### src/rtl/uart_memory_dumper.sv
// Reads a range of 32-bit words from a synchronous memory read port and sends
// them to the PC over an 8N1 UART line, least-significant byte first.
module uart_memory_dumper #(
   parameter int unsigned CLKS_PER_BIT = 781,
   parameter int unsigned ADDR_WIDTH   = 14
) (
   input  logic                  iFpgaClock,
   input  logic                  iFpgaReset,
   input  logic                  iStartDump,
   input  logic [ADDR_WIDTH-1:0] iStartWordAddress,
   input  logic [ADDR_WIDTH:0]   iWordCount,
   output logic [ADDR_WIDTH-1:0] oMemReadAddress,
   input  logic [31:0]           iMemReadData,
   output logic                  oFpgaUartToPc,
   output logic                  oBusy,
   output logic                  oDone
);

   localparam int unsigned CNT_W  = ADDR_WIDTH + 1;
   localparam int unsigned CLK_W  = (CLKS_PER_BIT > 1) ? $clog2(CLKS_PER_BIT) : 1;
   localparam logic [CLK_W-1:0] CLK_LAST = CLK_W'(CLKS_PER_BIT - 1);
   localparam logic [3:0]       BIT_START = 4'd0;
   localparam logic [3:0]       BIT_LAST_DATA = 4'd8;
   localparam logic [3:0]       BIT_STOP = 4'd9;
   localparam logic [1:0]       BYTE_LAST = 2'd3;

   typedef enum logic [2:0] {
      S_IDLE,
      S_READ_ADDR,
      S_READ_DATA,
      S_SEND,
      S_NEXT
   } state_t;

   state_t                state_q, state_d;
   logic [ADDR_WIDTH-1:0] addr_q, addr_d;
   logic [CNT_W-1:0]      count_q, count_d;
   logic [31:0]           shift_q, shift_d;
   logic [CLK_W-1:0]      clk_cnt_q, clk_cnt_d;
   logic [3:0]            bit_idx_q, bit_idx_d;
   logic [1:0]            byte_idx_q, byte_idx_d;
   logic                  line_q, line_d;
   logic                  busy_q, busy_d;
   logic                  done_q, done_d;

   // State and datapath registers; reset overrides everything.
   always_ff @(posedge iFpgaClock) begin
      if (iFpgaReset) begin
         state_q    <= S_IDLE;
         addr_q     <= '0;
         count_q    <= '0;
         shift_q    <= '0;
         clk_cnt_q  <= '0;
         bit_idx_q  <= '0;
         byte_idx_q <= '0;
         line_q     <= 1'b1;
         busy_q     <= 1'b0;
         done_q     <= 1'b0;
      end else begin
         state_q    <= state_d;
         addr_q     <= addr_d;
         count_q    <= count_d;
         shift_q    <= shift_d;
         clk_cnt_q  <= clk_cnt_d;
         bit_idx_q  <= bit_idx_d;
         byte_idx_q <= byte_idx_d;
         line_q     <= line_d;
         busy_q     <= busy_d;
         done_q     <= done_d;
      end
   end

   // Next-state and registered-output logic.
   always_comb begin
      state_d    = state_q;
      addr_d     = addr_q;
      count_d    = count_q;
      shift_d    = shift_q;
      clk_cnt_d  = clk_cnt_q;
      bit_idx_d  = bit_idx_q;
      byte_idx_d = byte_idx_q;
      line_d     = line_q;
      busy_d     = busy_q;
      done_d     = 1'b0;

      unique case (state_q)
         S_IDLE: begin
            // A start coinciding with the completion pulse is dropped.
            if (iStartDump && !done_q) begin
               if (iWordCount == '0) begin
                  done_d = 1'b1;
               end else begin
                  addr_d  = iStartWordAddress;
                  count_d = iWordCount;
                  busy_d  = 1'b1;
                  state_d = S_READ_ADDR;
               end
            end
         end

         S_READ_ADDR: begin
            state_d = S_READ_DATA;
         end

         S_READ_DATA: begin
            shift_d    = iMemReadData;
            line_d     = 1'b0;
            clk_cnt_d  = '0;
            bit_idx_d  = BIT_START;
            byte_idx_d = '0;
            state_d    = S_SEND;
         end

         S_SEND: begin
            if (clk_cnt_q == CLK_LAST) begin
               clk_cnt_d = '0;
               if (bit_idx_q == BIT_STOP) begin
                  bit_idx_d = BIT_START;
                  if (byte_idx_q == BYTE_LAST) begin
                     byte_idx_d = '0;
                     line_d     = 1'b1;
                     state_d    = S_NEXT;
                  end else begin
                     byte_idx_d = byte_idx_q + 2'd1;
                     line_d     = 1'b0;
                  end
               end else begin
                  bit_idx_d = bit_idx_q + 4'd1;
                  // shift_q[0] always holds the data bit being sent next or now.
                  if (bit_idx_q == BIT_START) begin
                     line_d = shift_q[0];
                  end else if (bit_idx_q == BIT_LAST_DATA) begin
                     line_d  = 1'b1;
                     shift_d = {1'b0, shift_q[31:1]};
                  end else begin
                     line_d  = shift_q[1];
                     shift_d = {1'b0, shift_q[31:1]};
                  end
               end
            end else begin
               clk_cnt_d = clk_cnt_q + CLK_W'(1);
            end
         end

         S_NEXT: begin
            count_d = count_q - CNT_W'(1);
            addr_d  = addr_q + ADDR_WIDTH'(1);
            if (count_q == CNT_W'(1)) begin
               busy_d  = 1'b0;
               done_d  = 1'b1;
               state_d = S_IDLE;
            end else begin
               state_d = S_READ_ADDR;
            end
         end

         default: begin
            state_d = S_IDLE;
         end
      endcase
   end

   assign oMemReadAddress = addr_q;
   assign oFpgaUartToPc   = line_q;
   assign oBusy           = busy_q;
   assign oDone           = done_q;

endmodule

### config.mk
export PLATFORM = sky130hd
export DESIGN_NAME = uart_memory_dumper
export DESIGN_NICKNAME = d
export VERILOG_FILES = /design/src/rtl/uart_memory_dumper.sv
export SDC_FILE = /design/constraint.sdc
export NUM_CORES = 1
export LEC_CHECK = 0
export BUFFER_PORTS_ARGS = -buffer_cell sky130_fd_sc_hd__buf_2
export CORE_MARGIN = 3
export CORE_UTILIZATION = 57
export CTS_CLUSTER_SIZE = 40
export DETAILED_ROUTE_END_ITERATION = 12
export PLACE_DENSITY = 0.83
export SYNTH_ARGS = -nofsm -noshare
export SYNTH_HDL_FRONTEND = slang
export SYNTH_SLANG_ARGS = --single-unit
export TNS_END_PERCENT = 10
### constraint.sdc
create_clock -name iFpgaClock -period 2.4 [get_ports iFpgaClock]
set_clock_uncertainty 0.15 [all_clocks]
set_input_delay 0.72 -clock iFpgaClock [delete_from_list [all_inputs] [get_ports iFpgaClock]]
set_output_delay 0.72 -clock iFpgaClock [all_outputs]
set_load 0.1 [all_outputs]
==> flow_metrics.py <==
metrics = {
    "routing": {
        "vias_per_cell": 6.60,
        "wirelength_mm": 12.7,
        "drtIter0Drc": 301,
        "drc": 0,
        "dr_total_vias": 4832,
        "drtAntennaViolNets": 0,
        "wl_per_cell_um": 17.3,
        "dr.pass1.iters": 4,
    },
    "die": {
        "die_h_um": 96.6,
        "coreArea_sq_um": 7850,
        "start_util_pct": 59.6,
        "dieArea_sq_um": 9340,
        "die_x_um": 96.6,
        "num_io_pins": 81,
        "num_rows": 32,
    },
    "timing": {
        "fin_crit_sh_pct": 92.4,
        "slew_headroom_pct": 56.5,
        "slew_violations": 0,
        "period_minus_slack_ns": 2.22,
        "final_hold_viol_count": 0,
        "fmax_ghz": 0.451,
        "tightest_slew_ns": 0.650,
        "setup_viol": 0,
        "rsz0062_at_grt": "no",
        "holdWs_ns": 0.340,
    },
    "cells_and_area": {
        "fin_cells": 732,
        "antennaDiodeCount": 0,
        "fillCellCount": 636,
        "multi_input_area_sq_um": 2750,
        "regArea_sq_um": 1670,
        "nNetsFinal": 696,
        "drive_gt1_share_pct": 22.9,
        "final_core_util_pct": 70.1,
        "area_delta_synth_final_pct": 17.5,
    },
    "place": {
        "place_congestion": 0.930,
        "port_buffers": 80,
        "hpwl_mm": 8.48,
        "dp_cells": 716,
    },
    "clock_network": {
        "cts.sinks": 83,
        "clockBufferDepth": 2,
        "cts_tree": "built",
        "root_buffer": "clkbuf_8",
        "ctsResizeCount": 0,
        "cts_htree_levels": 3,
        "post_cts_buffers": 0,
        "hold_buffers": 0,
        "path_clk_slew_ns": 0.10,
        "cts-buffers-inserted": 9,
        "insertion_delay_ns": 0.37,
    },
    "power": {
        "finalPower_uw": 3510,
        "power_density_nw_per_um2": 637,
        "peakVddDrop_v": 0.000461,
        "p_leak_uw": 0.00205,
    },
    "global_routing": {
        "track_usage_pct": 26.4,
        "grt-ovfl-total": 0,
        "grt_max_degree": 75,
        "grt_pass1_wl_mm": 21.3,
        "grt_pass1_vias": 4583,
        "antenna_found_initial": 0,
    },
    "worst_setup_path": {
        "cp.buffers_inverters": 1,
        "critical_path_class": "register to output pin",
        "slowest_delay_ns": 0.49,
        "path_max_fanout": 9,
        "cp-start-kind": "register",
        "crit_required_ns": 1.53,
        "cp.arrival_ns": 1.35,
        "cpMaxStageDelayCell": "dfxtp_1",
        "crit_path_end_kind": "output pin",
        "crit_chain": "buf_2",
        "crit_family": "flip-flops",
    },
    "synth": {
        "yosysSeqAreaShare_pct": 35.5,
        "synth_area_leaders": "dfxtp_1 35%, mux2i_1 7.3%, a211oi_1 6.4%",
        "synth_edf_count": 0,
        "syn_avg_cell_area_sq_um": 8.46,
        "synth_area_sq_um": 4680,
        "synth_top_area_cell": "dfxtp_1",
        "yosys_warnings": 0,
        "synth_ff_type": "dfxtp_1",
        "ys_ff_latch": 83,
        "synth_top_area_share_pct": 35.5,
        "syn_nets": 624,
        "async_reset_ff_share_pct": 0,
        "postSynthCellCount": 553,
        "yosysUniqueCellTypes": 64,
    },
    "status": {
        "status": "completed",
    },
    "job": {
        "cap_violations": 0,
    },
    "min_path": {
        "hp-class": "register to register",
    },
}
cell families (layout without fill, tap and decap cells):
family | after synthesis | count (layout) | share of synthesized area, %
muxes | 34 | 34 | 7.27
buffers and inverters | 69 | 146 | 5.99
xor gates and xnor gates | 4 | 4 | 0.749
and+or+nand+nor | 152 | 152 | 18.2
AOI/OAI and AO/OA | 204 | 204 | 30.5
DFF | 83 | 83 | 35.5
adders and majority gates | 7 | 7 | 1.87
path summary, 6_finish.rpt:
| path | startpoint | endpoint | slack [ns] | cells after the start |
|---|---|---|---|---|
| worst min-delay path | shift_q[31] | shift_q[31] | 0.34 | 2 |
| worst min register to register | shift_q[31] | shift_q[31] | 0.34 | 2 |
| worst max-delay path | oMemReadAddress[8] | oMemReadAddress[8] | 0.18 | 1 |
| worst max register to register | clk_cnt_q[0] | shift_q[15] | 0.27 | 7 |
placed cells by master (no fill, tap or decap), drive strengths merged, types with 4 or more instances in the layout:
master  netlist  layout
and3          4       4
nor2         24      24
a41oi         9       9
dfxtp        83      83
and2          9       9
a21oi        54      54
nor3          9       9
nand4        14      14
o311ai       15      15
a211oi       40      40
mux2i        34      34
o21ai        12      12
a32oi         4       4
buf          14     113
nand2        33      33
clkbuf       38       9
and4          5       5
nand3        12      12
inv          17      21
a311oi        5       5
ha            7       7
nor4         12      12
or3           5       5
nor3b         6       6
a31oi        17      17
o31ai        18      18
cells in the mapped netlist, types with 3 or more instances:
library cell	instances
nand2_1	33
o311ai_0	15
nor2_1	24
a31oi_1	17
a211o_1	3
dfxtp_1	83
a311oi_1	5
a31o_2	3
or3_1	5
and2_1	8
nand4_1	14
nand4b_1	3
o21ai_0	11
nor3b_1	5
buf_2	11
a41oi_1	9
a32oi_1	4
o32ai_1	3
o22ai_1	3
mux2i_1	34
xor2_1	3
a21oi_1	54
ha_1	7
and4_1	5
nor3_1	9
and3_1	4
nand2b_1	3
nor4_1	12
nand3_1	12
o31ai_1	17
clkbuf_1	38
inv_1	16
a211oi_1	40
power by group:
part           leakage, uW  switching (uW)  internal, uW
combinational      0.00127             558           303
sequential        0.000680            87.3          1480
clock             0.000104             577           501
through the flow:
| stage | instance area (sq um) | setup slack [ns] | TNS, ns |
|---|---|---|---|
| 6_report | 5500 | 0.182 | 0 |
| 5_1_grt | 5500 | 0.102 | 0 |
| 4_1_cts | 5500 | 0.188 | 0 |
| 3_5_place_dp | 5290 | -0.0172 | -0.0172 |
| 3_3_place_gp | 5290 | 0.0220 | 0 |
| 2_1_floorplan | 4690 | 0.0478 | 0 |
layout make-up:
class,count,area share [%]
Multi-Input combinational cell,401,49.9
Clock buffer,9,2.25
Timing Repair Buffer,113,12.5
Inverter,17,1.16
Clock inverter,7,1.50
Sequential cell,83,30.4
Tap cell,102,2.32
sequential cells by signal (all words and copies together), names as in the netlist:
signal           count
count_q             15
oBusy                1
shift_q             32
oDone                1
clk_cnt_q           10
byte_idx_q           2
oMemReadAddress     14
bit_idx_q            4
state_q              3
oFpgaUartToPc        1
per-layer routing:
| layer | wire, um | track usage (%) | vias up |
|---|---|---|---|
| met1 | 5350 | 33.4 | 2276 |
| met4 | 237 | 9.94 | 0 |
| met2 | 6120 | 43.9 | 226 |
| met5 | 0 | 0 | - |
| met3 | 940 | 6.13 | 27 |
| li1 | - | - | 2303 |
Note: power is estimated with default switching activity, not from simulation.
